File: config.mk
export PLATFORM = sky130hd
export DESIGN_NAME = wbn_master
export DESIGN_NICKNAME = d
export VERILOG_FILES = /design/src/rtl/wbn_master.sv
export SDC_FILE = /design/constraint.sdc
export NUM_CORES = 1
export LEC_CHECK = 0
export BUFFER_PORTS_ARGS = -buffer_cell sky130_fd_sc_hd__buf_2
export CAP_MARGIN = 15
export CORE_UTILIZATION = 50
export DETAILED_ROUTE_END_ITERATION = 12
export PLACE_DENSITY = 0.94
export SLEW_MARGIN = 20
export SYNTH_ARGS = -nofsm -noshare
export SYNTH_HDL_FRONTEND = slang
export SYNTH_SLANG_ARGS = --single-unit
export TNS_END_PERCENT = 1
File: constraint.sdc
create_clock -name clk -period 10.79 [get_ports clk]
set_clock_uncertainty 0.05 [all_clocks]
set_input_delay 1.6185 -clock clk [delete_from_list [all_inputs] [get_ports clk]]
set_output_delay 1.6185 -clock clk [all_outputs]
set_load 0.005 [all_outputs]
File: src/rtl/wbn_master.sv
// Wishbone B3 classic initiator: one bus cycle per valid/ready command.
// A retry (rty) reissues the command after one idle gap cycle; timeout is counted per attempt.
module wbn_master #(
    parameter int unsigned AW        = 32,
    parameter int unsigned DW        = 32,
    parameter int unsigned SW        = DW / 8,
    parameter int unsigned RETRY_MAX = 3,
    parameter int unsigned TIMEOUT   = 255
) (
    input  logic          clk,
    input  logic          rst,
    input  logic          req_vld,
    output logic          req_rdy,
    input  logic          req_we,
    input  logic [AW-1:0] req_adr,
    input  logic [SW-1:0] req_sel,
    input  logic [DW-1:0] req_dat,
    output logic          rsp_vld,
    input  logic          rsp_rdy,
    output logic [DW-1:0] rsp_dat,
    output logic [1:0]    rsp_sts,
    output logic          cyc,
    output logic          stb,
    output logic          we,
    output logic [AW-1:0] adr,
    output logic [SW-1:0] sel,
    output logic [DW-1:0] dat_w,
    input  logic [DW-1:0] dat_r,
    input  logic          ack,
    input  logic          err,
    input  logic          rty
);

    localparam int unsigned RW = (RETRY_MAX > 0) ? $clog2(RETRY_MAX + 1) : 1;
    localparam int unsigned TW = (TIMEOUT > 0) ? $clog2(TIMEOUT + 1) : 1;

    localparam logic [RW-1:0] RETRY_LAST = RW'(RETRY_MAX);
    localparam logic [TW-1:0] TMO_LAST   = TW'((TIMEOUT == 0) ? 0 : TIMEOUT - 1);

    localparam logic [1:0] S_IDLE = 2'd0;
    localparam logic [1:0] S_BUS  = 2'd1;
    localparam logic [1:0] S_GAP  = 2'd2;
    localparam logic [1:0] S_RSP  = 2'd3;

    localparam logic [1:0] STS_OK  = 2'b00;
    localparam logic [1:0] STS_ERR = 2'b01;
    localparam logic [1:0] STS_RTY = 2'b10;
    localparam logic [1:0] STS_TMO = 2'b11;

    logic [1:0]    state_q,   state_d;
    logic          req_rdy_q, req_rdy_d;
    logic          cyc_q,     cyc_d;
    logic          stb_q,     stb_d;
    logic          we_q,      we_d;
    logic [AW-1:0] adr_q,     adr_d;
    logic [SW-1:0] sel_q,     sel_d;
    logic [DW-1:0] dat_w_q,   dat_w_d;
    logic          rsp_vld_q, rsp_vld_d;
    logic [DW-1:0] rsp_dat_q, rsp_dat_d;
    logic [1:0]    rsp_sts_q, rsp_sts_d;
    logic [RW-1:0] retry_q,   retry_d;
    logic [TW-1:0] tmo_q,     tmo_d;

    // State and registered outputs; reset drops cyc/stb without waiting for a clock.
    always_ff @(posedge clk or posedge rst) begin
        if (rst) begin
            state_q   <= S_IDLE;
            req_rdy_q <= 1'b1;
            cyc_q     <= 1'b0;
            stb_q     <= 1'b0;
            we_q      <= 1'b0;
            adr_q     <= '0;
            sel_q     <= '0;
            dat_w_q   <= '0;
            rsp_vld_q <= 1'b0;
            rsp_dat_q <= '0;
            rsp_sts_q <= STS_OK;
            retry_q   <= '0;
            tmo_q     <= '0;
        end else begin
            state_q   <= state_d;
            req_rdy_q <= req_rdy_d;
            cyc_q     <= cyc_d;
            stb_q     <= stb_d;
            we_q      <= we_d;
            adr_q     <= adr_d;
            sel_q     <= sel_d;
            dat_w_q   <= dat_w_d;
            rsp_vld_q <= rsp_vld_d;
            rsp_dat_q <= rsp_dat_d;
            rsp_sts_q <= rsp_sts_d;
            retry_q   <= retry_d;
            tmo_q     <= tmo_d;
        end
    end

    // Next state; terminations are only honoured in BUS, with priority err > ack > rty.
    always_comb begin
        state_d   = state_q;
        we_d      = we_q;
        adr_d     = adr_q;
        sel_d     = sel_q;
        dat_w_d   = dat_w_q;
        rsp_dat_d = rsp_dat_q;
        rsp_sts_d = rsp_sts_q;
        retry_d   = retry_q;
        tmo_d     = tmo_q;

        case (state_q)
            S_IDLE: begin
                if (req_vld && req_rdy_q) begin
                    we_d    = req_we;
                    adr_d   = req_adr;
                    sel_d   = req_sel;
                    dat_w_d = req_dat;
                    retry_d = '0;
                    tmo_d   = '0;
                    state_d = S_BUS;
                end
            end
            S_BUS: begin
                if (err) begin
                    rsp_sts_d = STS_ERR;
                    rsp_dat_d = '0;
                    state_d   = S_RSP;
                end else if (ack) begin
                    rsp_sts_d = STS_OK;
                    rsp_dat_d = we_q ? '0 : dat_r;
                    state_d   = S_RSP;
                end else if (rty) begin
                    if (retry_q < RETRY_LAST) begin
                        retry_d = retry_q + RW'(1);
                        tmo_d   = '0;
                        state_d = S_GAP;
                    end else begin
                        rsp_sts_d = STS_RTY;
                        rsp_dat_d = '0;
                        state_d   = S_RSP;
                    end
                end else begin
                    tmo_d = tmo_q + TW'(1);
                    if ((TIMEOUT != 0) && (tmo_q == TMO_LAST)) begin
                        rsp_sts_d = STS_TMO;
                        rsp_dat_d = '0;
                        state_d   = S_RSP;
                    end
                end
            end
            S_GAP: begin
                state_d = S_BUS;
            end
            S_RSP: begin
                if (rsp_rdy) begin
                    state_d = S_IDLE;
                end
            end
        endcase

        cyc_d     = (state_d == S_BUS);
        stb_d     = (state_d == S_BUS);
        rsp_vld_d = (state_d == S_RSP);
        req_rdy_d = (state_d == S_IDLE);
    end

    assign req_rdy = req_rdy_q;
    assign cyc     = cyc_q;
    assign stb     = stb_q;
    assign we      = we_q;
    assign adr     = adr_q;
    assign sel     = sel_q;
    assign dat_w   = dat_w_q;
    assign rsp_vld = rsp_vld_q;
    assign rsp_dat = rsp_dat_q;
    assign rsp_sts = rsp_sts_q;

endmodule

==> impl_results.md <==
- Status: finished, final reports clean
- Power per cell area: 286 nW/um^2
- IO Count: 215
- Clock Path Buffers: 2
- Max_cap viols: 0
- Port-buffer cells: 214
- Worst r2r src: req_rdy
- Pre-CTS setup slack: 7430 ps
- CP peak stage delay: 520 ps
- Vias: 3386
- Wire length per cell: 16.7 um
- Layout cells sized above 1: 60.4%
- Initial antenna violation count: 0
- CP Class: input port to flop
- CTS root buf: clkbuf_8
- Tot Pwr: 1.80 mW
- Die Ht: 97.0 um
- Post-synthesis sequential area ratio: 65.4%
- Crit path DAT: 3240 ps
- H-tree depth: 4
- Most frequent cells in the layout: buf_2 (214), dfrtp_1 (117), mux2_2 (70), a22o_1 (32), clkbuf_16 (16)
- Setup TNS: 0 ps
- Cell count along the critical path: 6
- Worst Path Max Fanout: 23
- Design area: 6280 um^2
- Worst endpoint required time: 11160 ps
- Cells after DPL: 615
- Count of pins over their slew limit: 0
- Hold buffers post-CTS: 0
- N_diodes: 0
- Syn Nets: 416
- DP HPWL: 7.75 mm
- Vias/cell: 5.24
- Worst r2r path cells: 5
- Distinct cell type count after synthesis: 34
- Num CTS Buffers: 17
- Number of global-route vias before repair: 3658
- Critical path, cell by cell: buf_2 > nor4bb_4 > buf_4 > o21ba_2 > or4_1 > a21oi_1
- Worst ir drop on vdd: 0.000163 V
- Crit start category: input port
- GPL Wtd Cong: 0.793
- Worst min path class: flop to flop
- Final period utilization: 26.7%
- Fin cells: 646
- Overflow after GRT: 0
- RSZ-0062 raised after global routing: no
- Routed Antenna Nets: 0
- Reg-to-Reg End: tmo_q[7]
- Post-CTS Repair Setup Buffers: 0
- Worst-Margin Slew: 842 ps
- Synth warn: 0
- Last element of the critical path: tmo_q[7]
- Critical Path Sink Type: flop
- Slack of the critical path: 7910 ps
- Synthesized instance count: 305
- Mapped Avg Cell Area: 14.8 um^2
- First-pass GRT wire length: 17.7 mm
- Commonest non-fill, non-tap cell in the layout: buf_2
- Hold Vio Cnt, Final: 0
- CTS tree: built
- Die ar.: 9420 um^2
- WHS: 424 ps
- Overall Global Routing Usage: 24.1%
- Standard-cell row count: 34
- Setup Viol. Count Final: 0
- Crit path time final: 2880 ps
- Clk slew on worst S/H paths: 60 ps
- Area post-placement: 5710 um^2
- DRC: 0
- Buffers & Inverters on Critical Path: 2
- Slew headroom: 43.9%
- Fin nets: 637
- CTS resizes: 0
- Core area: 8720 um^2
- Critical Path Start: req_vld
- WL final: 10.8 mm
- Mapped Area: 4520 um^2
- Pre-antenna DRT Iters: 4
- Violation count after the first detailed-route iteration: 70
- Synthesized flop and latch total: 118
- R2R Setup Slk: 8500 ps
- Largest net degree at the start of global routing: 71
- Initial cell density of the core: 51.8%
- Final Core Density: 72.0%
- Die Wd: 97.0 um
- Leakage power: 3.25 nW
- CTS sink cnt: 118
- Critical-path top delay cell: or4_1
- Achievable frequency: 347 MHz
- Crit path max-delay family: simple AND/OR/NAND/NOR gates
- Layout area overhead: 39.0%
- Latest clock arrival within the worst-skew pair: 490 ps
where the power goes:
| part | total (mW) | leakage (nW) | internal (mW) | switching [mW] |
|---|---|---|---|---|
| Clock | 0.535 | 0.269 | 0.340 | 0.196 |
| Combinational | 0.509 | 1.48 | 0.292 | 0.217 |
| Sequential | 0.750 | 1.50 | 0.637 | 0.113 |
| Total | 1.80 | 3.25 | 1.27 | 0.525 |
worst min-delay path by stage:
stage	start	end	slack [ps]	cells past startpoint
2_1_floorplan	retry_q[1]	retry_q[1]	390	2
3_3_place_gp	retry_q[1]	retry_q[1]	410	2
3_5_place_dp	retry_q[1]	retry_q[1]	410	2
4_1_cts	retry_q[1]	retry_q[1]	420	2
5_1_grt	retry_q[1]	retry_q[1]	440	2
6_report	retry_q[1]	retry_q[1]	420	2
Yosys cell counts, drive strengths merged:
| library cell | instances | area share [%] |
|---|---|---|
| a211o | 1 | 0.19 |
| a211oi | 1 | 0.17 |
| a21o | 2 | 0.33 |
| a21oi | 10 | 1.1 |
| a22o | 32 | 6.2 |
| and2 | 1 | 0.14 |
| and3 | 2 | 0.28 |
| buf | 12 | 1.4 |
| clkbuf | 5 | 0.42 |
| dfrtp | 117 | 65 |
| dfstp | 1 | 0.58 |
| ha | 3 | 0.83 |
| inv | 3 | 0.25 |
| mux2 | 70 | 17 |
| nand2 | 8 | 0.66 |
| nand2b | 1 | 0.14 |
| nand3 | 6 | 0.66 |
| nand4 | 1 | 0.14 |
| nor2 | 1 | 0.083 |
| nor2b | 2 | 0.28 |
| nor3 | 1 | 0.11 |
| nor4 | 2 | 0.28 |
| nor4b | 2 | 0.39 |
| nor4bb | 1 | 0.22 |
| o21a | 1 | 0.17 |
| o21ai | 7 | 0.78 |
| o21ba | 1 | 0.22 |
| o21bai | 1 | 0.17 |
| o31ai | 2 | 0.33 |
| o41ai | 1 | 0.19 |
| or3 | 5 | 0.69 |
| or4 | 2 | 0.33 |
state kept, by name, indices dropped and copies added, names as in the netlist:
name and cells:
adr 32, dat_w 32, req_rdy 1, retry_q 2
rsp_dat 32, rsp_sts 2, rsp_vld 1, sel 4
state_q 2, stb 1, tmo_q 8, we 1
cells by family after synthesis:
family                   synth area share [%]
AO/OA/AOI/OAI                            9.86
adder cells (fa/ha/maj)                 0.831
buffers and inverters                    2.05
flip-flops                               65.4
multiplexers                             17.5
AND/OR/NAND/NOR                          4.40
worst min-delay path, cell delays in order, from the launching register on:
cell	delay, ps
dfrtp_1	340
nand2_1	50
nand2_1	50
area by class of cell:
class | count | area (um^2)
Sequential cell | 118 | 2950
Fill cell | 570 | 2440
Multi-Input combinational cell | 167 | 1500
Timing Repair Buffer | 219 | 1110
Clock buffer | 20 | 445
Tap cell | 108 | 135
Clock inverter | 11 | 126
Inverter | 3 | 13.8
layer usage:
layer / vias to the layer above / track usage [%] / share of wire, %
li1: 1564 / - / -
met1: 1643 / 28.0 / 39
met2: 161 / 40.5 / 52
met3: 18 / 8.53 / 7.5
met4: 0 / 9.99 / 1.8
met5: - / 0 / 0
Note: power is estimated with default switching activity, not from simulation.
